`src/rtl/pong_match_ctrl.sv`:
```
// Pong match sequencer: start/serve/play/point/over flow, BCD scoring and winner detection.
// Gates the ball/paddle engine via run_en and commands re-centering and serve direction.
module pong_match_ctrl #(
  parameter int WIN_SCORE   = 11,
  parameter int SERVE_TICKS = 100,
  parameter int POINT_TICKS = 50,
  parameter int CNT_W       = 8
) (
  input  logic       clk,
  input  logic       reset_n,
  input  logic       tick,
  input  logic       start,
  input  logic       pause,
  input  logic       miss_1,
  input  logic       miss_2,
  output logic       run_en,
  output logic       ball_reset,
  output logic       serve_dir,
  output logic [3:0] score_1_ones,
  output logic [3:0] score_1_tens,
  output logic [3:0] score_2_ones,
  output logic [3:0] score_2_tens,
  output logic [1:0] winner,
  output logic [2:0] state_o
);

  typedef enum logic [2:0] {
    S_IDLE  = 3'd0,
    S_SERVE = 3'd1,
    S_PLAY  = 3'd2,
    S_POINT = 3'd3,
    S_OVER  = 3'd4
  } state_t;

  state_t           state_q, state_d;
  logic [CNT_W-1:0] cnt_q, cnt_d;
  logic             start_dly_q;
  logic [3:0]       s1_ones_q, s1_ones_d, s1_tens_q, s1_tens_d;
  logic [3:0]       s2_ones_q, s2_ones_d, s2_tens_q, s2_tens_d;
  logic [1:0]       winner_q, winner_d;
  logic [1:0]       win_pend_q, win_pend_d;
  logic             serve_dir_q, serve_dir_d;
  logic             ball_reset_q, ball_reset_d;

  logic             adv;
  logic             start_rise;
  logic [7:0]       p1_inc, p2_inc;

  // BCD increment of a two-digit score; 99 saturates.
  function automatic logic [7:0] bcd_inc(input logic [3:0] tens, input logic [3:0] ones);
    logic [7:0] r;
    if (ones == 4'd9) begin
      if (tens == 4'd9) r = {tens, ones};
      else              r = {tens + 4'd1, 4'd0};
    end else begin
      r = {tens, ones + 4'd1};
    end
    return r;
  endfunction

  function automatic logic [6:0] bcd_val(input logic [7:0] bcd);
    return ({3'd0, bcd[7:4]} * 7'd10) + {3'd0, bcd[3:0]};
  endfunction

  assign adv        = tick & ~pause;
  assign start_rise = start & ~start_dly_q;
  assign p1_inc     = bcd_inc(s1_tens_q, s1_ones_q);
  assign p2_inc     = bcd_inc(s2_tens_q, s2_ones_q);

  always_comb begin
    state_d     = state_q;
    cnt_d       = cnt_q;
    s1_ones_d   = s1_ones_q;
    s1_tens_d   = s1_tens_q;
    s2_ones_d   = s2_ones_q;
    s2_tens_d   = s2_tens_q;
    winner_d    = winner_q;
    win_pend_d  = win_pend_q;
    serve_dir_d = serve_dir_q;

    case (state_q)
      S_IDLE, S_OVER: begin
        if (start_rise) begin
          s1_ones_d   = 4'd0;
          s1_tens_d   = 4'd0;
          s2_ones_d   = 4'd0;
          s2_tens_d   = 4'd0;
          winner_d    = 2'b00;
          win_pend_d  = 2'b00;
          serve_dir_d = 1'b0;
          cnt_d       = '0;
          state_d     = S_SERVE;
        end
      end

      S_SERVE: begin
        if (adv) begin
          if (cnt_q == CNT_W'(SERVE_TICKS - 1)) begin
            cnt_d   = '0;
            state_d = S_PLAY;
          end else begin
            cnt_d = cnt_q + CNT_W'(1);
          end
        end
      end

      S_PLAY: begin
        if (adv && (miss_1 || miss_2)) begin
          cnt_d   = '0;
          state_d = S_POINT;
          // A double miss is a dead ball: nobody scores, serve side is kept.
          if (miss_1 && !miss_2) begin
            {s2_tens_d, s2_ones_d} = p2_inc;
            serve_dir_d            = 1'b0;
            if (bcd_val(p2_inc) == 7'(WIN_SCORE)) win_pend_d = 2'b10;
          end else if (miss_2 && !miss_1) begin
            {s1_tens_d, s1_ones_d} = p1_inc;
            serve_dir_d            = 1'b1;
            if (bcd_val(p1_inc) == 7'(WIN_SCORE)) win_pend_d = 2'b01;
          end
        end
      end

      S_POINT: begin
        if (win_pend_q != 2'b00) begin
          winner_d   = win_pend_q;
          win_pend_d = 2'b00;
          state_d    = S_OVER;
        end else if (adv) begin
          if (cnt_q == CNT_W'(POINT_TICKS - 1)) begin
            cnt_d   = '0;
            state_d = S_SERVE;
          end else begin
            cnt_d = cnt_q + CNT_W'(1);
          end
        end
      end

      default: begin
        cnt_d   = '0;
        state_d = S_IDLE;
      end
    endcase

    ball_reset_d = (state_d == S_SERVE) && (state_q != S_SERVE);
  end

  always_ff @(posedge clk or negedge reset_n) begin
    if (!reset_n) begin
      state_q      <= S_IDLE;
      cnt_q        <= '0;
      start_dly_q  <= 1'b0;
      s1_ones_q    <= 4'd0;
      s1_tens_q    <= 4'd0;
      s2_ones_q    <= 4'd0;
      s2_tens_q    <= 4'd0;
      winner_q     <= 2'b00;
      win_pend_q   <= 2'b00;
      serve_dir_q  <= 1'b0;
      ball_reset_q <= 1'b0;
    end else begin
      state_q      <= state_d;
      cnt_q        <= cnt_d;
      start_dly_q  <= start;
      s1_ones_q    <= s1_ones_d;
      s1_tens_q    <= s1_tens_d;
      s2_ones_q    <= s2_ones_d;
      s2_tens_q    <= s2_tens_d;
      winner_q     <= winner_d;
      win_pend_q   <= win_pend_d;
      serve_dir_q  <= serve_dir_d;
      ball_reset_q <= ball_reset_d;
    end
  end

  assign run_en       = (state_q == S_PLAY) && !pause;
  assign ball_reset   = ball_reset_q;
  assign serve_dir    = serve_dir_q;
  assign score_1_ones = s1_ones_q;
  assign score_1_tens = s1_tens_q;
  assign score_2_ones = s2_ones_q;
  assign score_2_tens = s2_tens_q;
  assign winner       = winner_q;
  assign state_o      = state_q;

endmodule

```
`config.mk`:
```
export PLATFORM = sky130hd
export DESIGN_NAME = pong_match_ctrl
export DESIGN_NICKNAME = d
export VERILOG_FILES = /design/src/rtl/pong_match_ctrl.sv
export SDC_FILE = /design/constraint.sdc
export NUM_CORES = 1
export LEC_CHECK = 0
export CAP_MARGIN = 25
export CORE_ASPECT_RATIO = 0.75
export CORE_MARGIN = 3
export CORE_UTILIZATION = 45
export DETAILED_ROUTE_END_ITERATION = 8
export MAX_ROUTING_LAYER = met4
export PLACE_DENSITY = 0.76
export SYNTH_ARGS = -nofsm -noshare
export SYNTH_HDL_FRONTEND = slang
export SYNTH_SLANG_ARGS = --single-unit
```
`constraint.sdc`:
```
create_clock -name clk -period 8 [get_ports clk]
set_input_delay 0.8 -clock clk [delete_from_list [all_inputs] [get_ports clk]]
set_output_delay 0.8 -clock clk [all_outputs]
set_load 0.03 [all_outputs]
```
# After elaboration in Yosys (flattened, before gate mapping)
# Index checks and enable logic that the tools add are counted.
# Widths: inputs -> output; s select.
[word_totals]
output_inout_bits = 24
in_bits = 7
regBits = 34
word_cells = 121
[classes]
mul = 2
n_reduce_logical = 21
bitwise = 4
eq_ne = 26
muxes = 50
add_sub_neg = 7
[ops]
columns = ["operator", "n"]
rows = [
  ["$mux 8", 11],
  ["$mux 4", 11],
  ["$pmux 4 s2", 4],
  ["$pmux 8 s4", 1],
  ["$mux 3", 7],
  ["$ne 2x2->1 const B", 9],
  ["$add 4x1->4 const B", 4],
  ["$eq 4x4->1 const B", 4],
  ["$mux 2", 8],
  ["$add 7x4->7", 2],
  ["$eq 7x4->1 const B", 2],
  ["$mul 4x3->6 const B", 2],
  ["$pmux 3 s4", 1],
  ["$reduce_and 5->1", 2],
  ["$ne 3x3->1 const B", 3],
  ["$add 8x1->8 const B", 1],
  ["$eq 8x6->1 const B", 1],
  ["$eq 8x7->1 const B", 1],
  ["$reduce_and 4->1", 2],
  ["$reduce_and 7->1", 1],
  ["$eq 3x1->1 const B", 2],
  ["$eq 3x2->1 const B", 2],
  ["$pmux 2 s3", 1],
  ["$reduce_bool 2->1", 3],
  ["other kinds (14)", 25],
]

# Logic depth before layout (Yosys ltp)
[logic_depth]
depth_word = 11
depth_mapped = 16
ltp_nobuf = 15

# Least setup slack after synthesis
# OpenSTA, ideal clock, no wires.
[synth_timing]
path_type = "reg2reg"
startpoint = "register s2_ones_q[0] (netlist: score_2_ones[0])"
endpoint = "register win_pend_q[0]"
setup_slack_ns = 4.369
synth_period_minus_slack_ns = 3.631
stages_incl_launch_ff = 14
t_required_ns = 7.906
setup_time_ns = 0.094
arrival_ns = 3.537
cell_sequence = "dfrtp_1 ha_1 and3b_1 clkbuf_1 nand2_1 a21oi_1 inv_1 ha_1 ha_1 fa_1 xnor3_1 o2bb2ai_1 a31o_2 a211oi_1"
[synth_via]
elab_chain_cells = 7
word_cells_on_any_way = 9
cone_classes = "add/sub: 2; mul: 1; eq/ne: 3; mux: 2; reduce/logical: 1"
[synth_rtl]
columns = ["element", "line", "source"]
rows = [
  ["start, declared", "39", "logic [3:0] s2_ones_q, s2_ones_d, s2_tens_q, s2_tens_d;"],
  ["start signal, assigned", "167", "s2_ones_q <= s2_ones_d;"],
  ["$eq 4x4->1", "52", "if (ones == 4'd9) begin"],
  ["$mux 8 (*)", "52", ""],
  ["$mul 4x3->6", "62", "return ({3'd0, bcd[7:4]} * 7'd10) + {3'd0, bcd[3:0]};"],
  ["$add 7x4->7 (*)", "62", ""],
  ["$eq 7x4->1 (*)", "115", "if (bcd_val(p2_inc) == 7'(WIN_SCORE)) win_pend_d = 2'b10;"],
  ["$ne 3x3->1 (no source line) (*)", "n/a", ""],
  ["$reduce_and 7->1 (no source line) (*)", "n/a", ""],
  ["end signal, assigned", "170", "win_pend_q <= win_pend_d;"],
  ["end, declared", "41", "logic [1:0] win_pend_q, win_pend_d;"],
]
# Mark *: on every way between the ends. The rest lies on a longest branch, timed or not.
# A chain may end at the register's enable or synchronous reset.

# Worst setup path after layout
[layout_timing]
startpoint = "register s1_ones_q[0] (netlist: score_1_ones[0])"
endpoint = "register win_pend_q[0]"
[layout_via]
elab_chain_cells = 7
word_cells_on_any_way = 9
cone_classes = "add/sub: 2; mul: 1; eq/ne: 3; mux: 2; reduce/logical: 1"
[layout_rtl]
columns = ["element", "line", "source"]
rows = [
  ["start, declared", "38", "logic [3:0] s1_ones_q, s1_ones_d, s1_tens_q, s1_tens_d;"],
  ["start signal, assigned", "165", "s1_ones_q <= s1_ones_d;"],
  ["$eq 4x4->1", "52", ""],
  ["$mux 8 (*)", "52", ""],
  ["$mul 4x3->6", "62", ""],
  ["$add 7x4->7 (*)", "62", ""],
  ["$eq 7x4->1 (*)", "119", "if (bcd_val(p1_inc) == 7'(WIN_SCORE)) win_pend_d = 2'b01;"],
  ["$ne 3x3->1 (no source line) (*)", "n/a", ""],
  ["$reduce_and 7->1 (no source line) (*)", "n/a", ""],
]
# Marks and branches as above.

==> run_results.csv <==
group,metric,value,unit
power,p_seq_share,44.5,%
route,drtPass1Iterations,4,
final_layout,antenna_cells,0,
min_path,hold_depth,1,
power,swShare,37.0,%
synth,syn_area_per_cell,8.84,um^2
global_route,grt_pass1_wl,9980,um
min_path,hold_start,"cnt_q[7]",
clocking,cts_hold_buf,0,
min_path,hold_end,"cnt_q[7]",
route,drtIter0Drc,115,
clocking,cts_buffers,5,
placed_design,post-dp-hpwl,4450,um
clocking,clockBufferDepth,2,
critical_path,worst-path-max-fanout,12,
route,vias,2228,
clocking,cts_resized,0,
power,pwr-share-comb,31.1,%
synth,yosysWarnings,0,
timing,hold_ws,0.507,ns
timing,period_needed,3.84,ns
power,clkPwrFrac,24.4,%
clocking,clock_sinks,34,
timing,hold_viol,0,
floorplanning,rows,23,
synth,netlist_area,0.00261,mm^2
timing,setup-violations-final,0,
placed_design,port_buffers,30,
status,status,"completed",
final_layout,syn2layout_area_growth,16.7,%
route,ant_nets,0,
route,wirelength,5830,um
job,maxCapViolations,0,
route,wire_per_inst,14.6,um
global_route,busiest_layer,"met1",
global_route,grtUsageMet3,3.63,%
clocking,clkTransAtPathRegs,0.07,ns
global_route,grt.total_usage,19.3,%
global_route,antenna_found_initial,0,
floorplanning,core,0.00547,mm^2
synth,syn_nets,331,
synth,synth_seq_cells,34,
clocking,h-tree-depth,2,
global_route,gr-total-overflow,0,
critical_path,start_kind,"flip-flop",
final_layout,drive_gt1_share,4.32,%
critical_path,critPathCaptureType,"flip-flop",
clocking,cts_tree,"yes",
route,drc_errors,0,
global_route,grt_use_met2,26.7,%
clocking,clockRootBuffer,"clkbuf_8",
floorplanning,die_h,71.9,um
timing,period_share,48.0,%
clocking,post-cts-setup-buffers,0,
floorplanning,dieArea,0.00676,mm^2
timing,slew_violations,0,
synth,synth_edf_count,0,
route,viasPerCell,5.58,
timing,worst_pin_slew,0.558,ns
global_route,use_met1,28.8,%
floorplanning,die_w,93.9,um
critical_path,cp.arrival,4.02,ns
critical_path,startpoint,"score_1_ones[0]",
synth,synth.distinct_cells,50,
power,switching_power,183,uW
final_layout,nets,360,
synth,ys_async_sr_fraction,100,%
timing,skew,0.00834,ns
power,power_leakage,0.00135,uW
critical_path,r2r_cells,12,
synth,postSynthCellCount,295,
power,power.internal,312,uW
timing,fmax,260,MHz
timing,rsz0062_at_grt,"no",
critical_path,required,8.19,ns
floorplanning,boundaryPins,31,
clocking,clkLatencyLatePin,0.29,ns
power,vdd_drop_max,0.000107,V
global_route,grt_pass1_vias,2041,
timing,fin_setup_tns,0,ns
power,power.density,162,mW/mm^2
global_route,grt_start_max_net_pins,35,
critical_path,reg2reg_to,"win_pend_q[0]",
min_path,hp-class,"flip-flop to flip-flop",
placed_design,place.gp.congestion,0.866,
critical_path,rrSetupSlack,4.16,ns
timing,slew_headroom,62.6,%
floorplanning,initial_core_util,47.7,%
critical_path,regToRegStartpoint,"score_1_ones[0]",
synth,ys.flop_type,"dfrtp_1",
critical_path,crit_type,"flip-flop to flip-flop",
synth,ys_seq_area_share,32.6,%
==> logic make-up after synthesis <==
| group | synth area share, % |
|---|---|
| muxes | 1.15 |
| adders and majority gates | 15.1 |
| AOI/OAI and AO/OA | 18.4 |
| buffers and inverters | 3.74 |
| DFF | 32.6 |
| xor gates and xnor gates | 6.43 |
| and+or+nand+nor | 22.6 |
==> through the flow <==
step	area, um^2	total power (uW)	utilization (%)	worst slack, ns	std cells
3_5_place_dp	2970	375	54.3	4.17	392
2_1_floorplan	2610	320	-	4.37	295
5_1_grt	3050	525	55.7	3.77	399
4_1_cts	3050	495	55.7	4.17	399
6_report	3050	495	55.7	4.16	399
3_3_place_gp	2970	372	54.3	4.54	392
==> power by group through the flow <==
stage / registers (uW) / clock network [uW] / logic, uW
2_1_floorplan: 237 / 0 / 82.7
3_3_place_gp: 221 / 0 / 151
3_5_place_dp: 222 / 0 / 153
4_1_cts: 219 / 122 / 154
5_1_grt: 224 / 128 / 173
6_report: 220 / 121 / 154
==> layout make-up <==
cell class,count,area (um^2)
Timing Repair Buffer,31,308
Sequential cell,34,851
Clock buffer,7,76.3
Tap cell,75,93.8
Fill cell,510,2420
Multi-Input combinational cell,237,1660
Inverter,15,56.3
==> layer usage <==
| metal | wire length (um) | share of wire [%] | up-vias |
|---|---|---|---|
| met1 | 3090 | 53 | 1062 |
| li1 | - | - | 1111 |
| met3 | 251 | 4.3 | 10 |
| met4 | 75 | 1.3 | 0 |
| met2 | 2410 | 41 | 45 |
| met5 | 0 | 0 | - |
==> registers in the layout, indices dropped and copies added, names as in the netlist <==
name and cells:
score_2_ones 4, ball_reset 1, winner 2, state_o 3
score_2_tens 4, score_1_ones 4, score_1_tens 4, win_pend_q 2
start_dly_q 1, serve_dir 1, cnt_q 8
==> worst max path at each step <==
stage,end,depth (start not counted)
4_1_cts,win_pend_q[0],13
2_1_floorplan,win_pend_q[0],13
6_report,win_pend_q[0],12
3_5_place_dp,win_pend_q[0],12
5_1_grt,win_pend_q[0],12
3_3_place_gp,win_pend_q[0],14
==> worst max-delay path, cell delays in order, from the launching register on <==
cell and delay, ns:
dfrtp_1 0.48, ha_1 0.18, and3b_1 0.42, nand2_1 0.20, o21ai_0 0.40, ha_1 0.32
ha_1 0.22, fa_1 0.49, a2111oi_0 0.37, o211ai_1 0.16, mux2i_1 0.17, a21oi_1 0.09
a211oi_1 0.25
==> cells in the final DEF, fill, tap and decap left out, drive strengths merged, types with 4 or more instances in the layout <==
master	instances
nand3b	5
nand3	14
o21ai	31
and3	4
xor2	4
nand2b	6
nand2	28
nor2	29
dfrtp	34
a21oi	12
a21o	5
a22o	6
or2	4
clkbuf	7
ha	25
nor3	4
o31ai	6
nor2b	4
clkdlybuf4s50	30
inv	15
fa	4
xnor2	10
==> cells in the mapped netlist, types with 2 or more instances <==
cell type / number / area, um^2
a211oi_1: 2 / 15.0
a21o_1: 5 / 37.5
a21oi_1: 11 / 55.1
a22o_1: 6 / 52.6
a31oi_1: 2 / 12.5
and3_1: 4 / 25.0
and3b_1: 2 / 17.5
and4_1: 2 / 17.5
buf_2: 6 / 30.0
clkbuf_1: 3 / 11.3
dfrtp_1: 34 / 851
fa_1: 4 / 80.1
ha_1: 25 / 313
inv_1: 15 / 56.3
mux2i_1: 3 / 30.0
nand2_1: 28 / 105
nand2b_1: 6 / 37.5
nand3_1: 14 / 70.1
nand3b_1: 5 / 37.5
nand4b_1: 3 / 26.3
nor2_1: 28 / 105
nor2b_1: 4 / 25.0
nor3_1: 4 / 20.0
nor3b_1: 2 / 15.0
o211ai_1: 2 / 15.0
o21ai_0: 26 / 130
o21ai_1: 5 / 25.0
o22ai_1: 2 / 12.5
o31ai_1: 6 / 45.0
or2_2: 3 / 18.8
xnor2_1: 10 / 87.6
xnor3_1: 2 / 45.0
xor2_1: 4 / 35.0
Power figures use the tool's default switching activity.
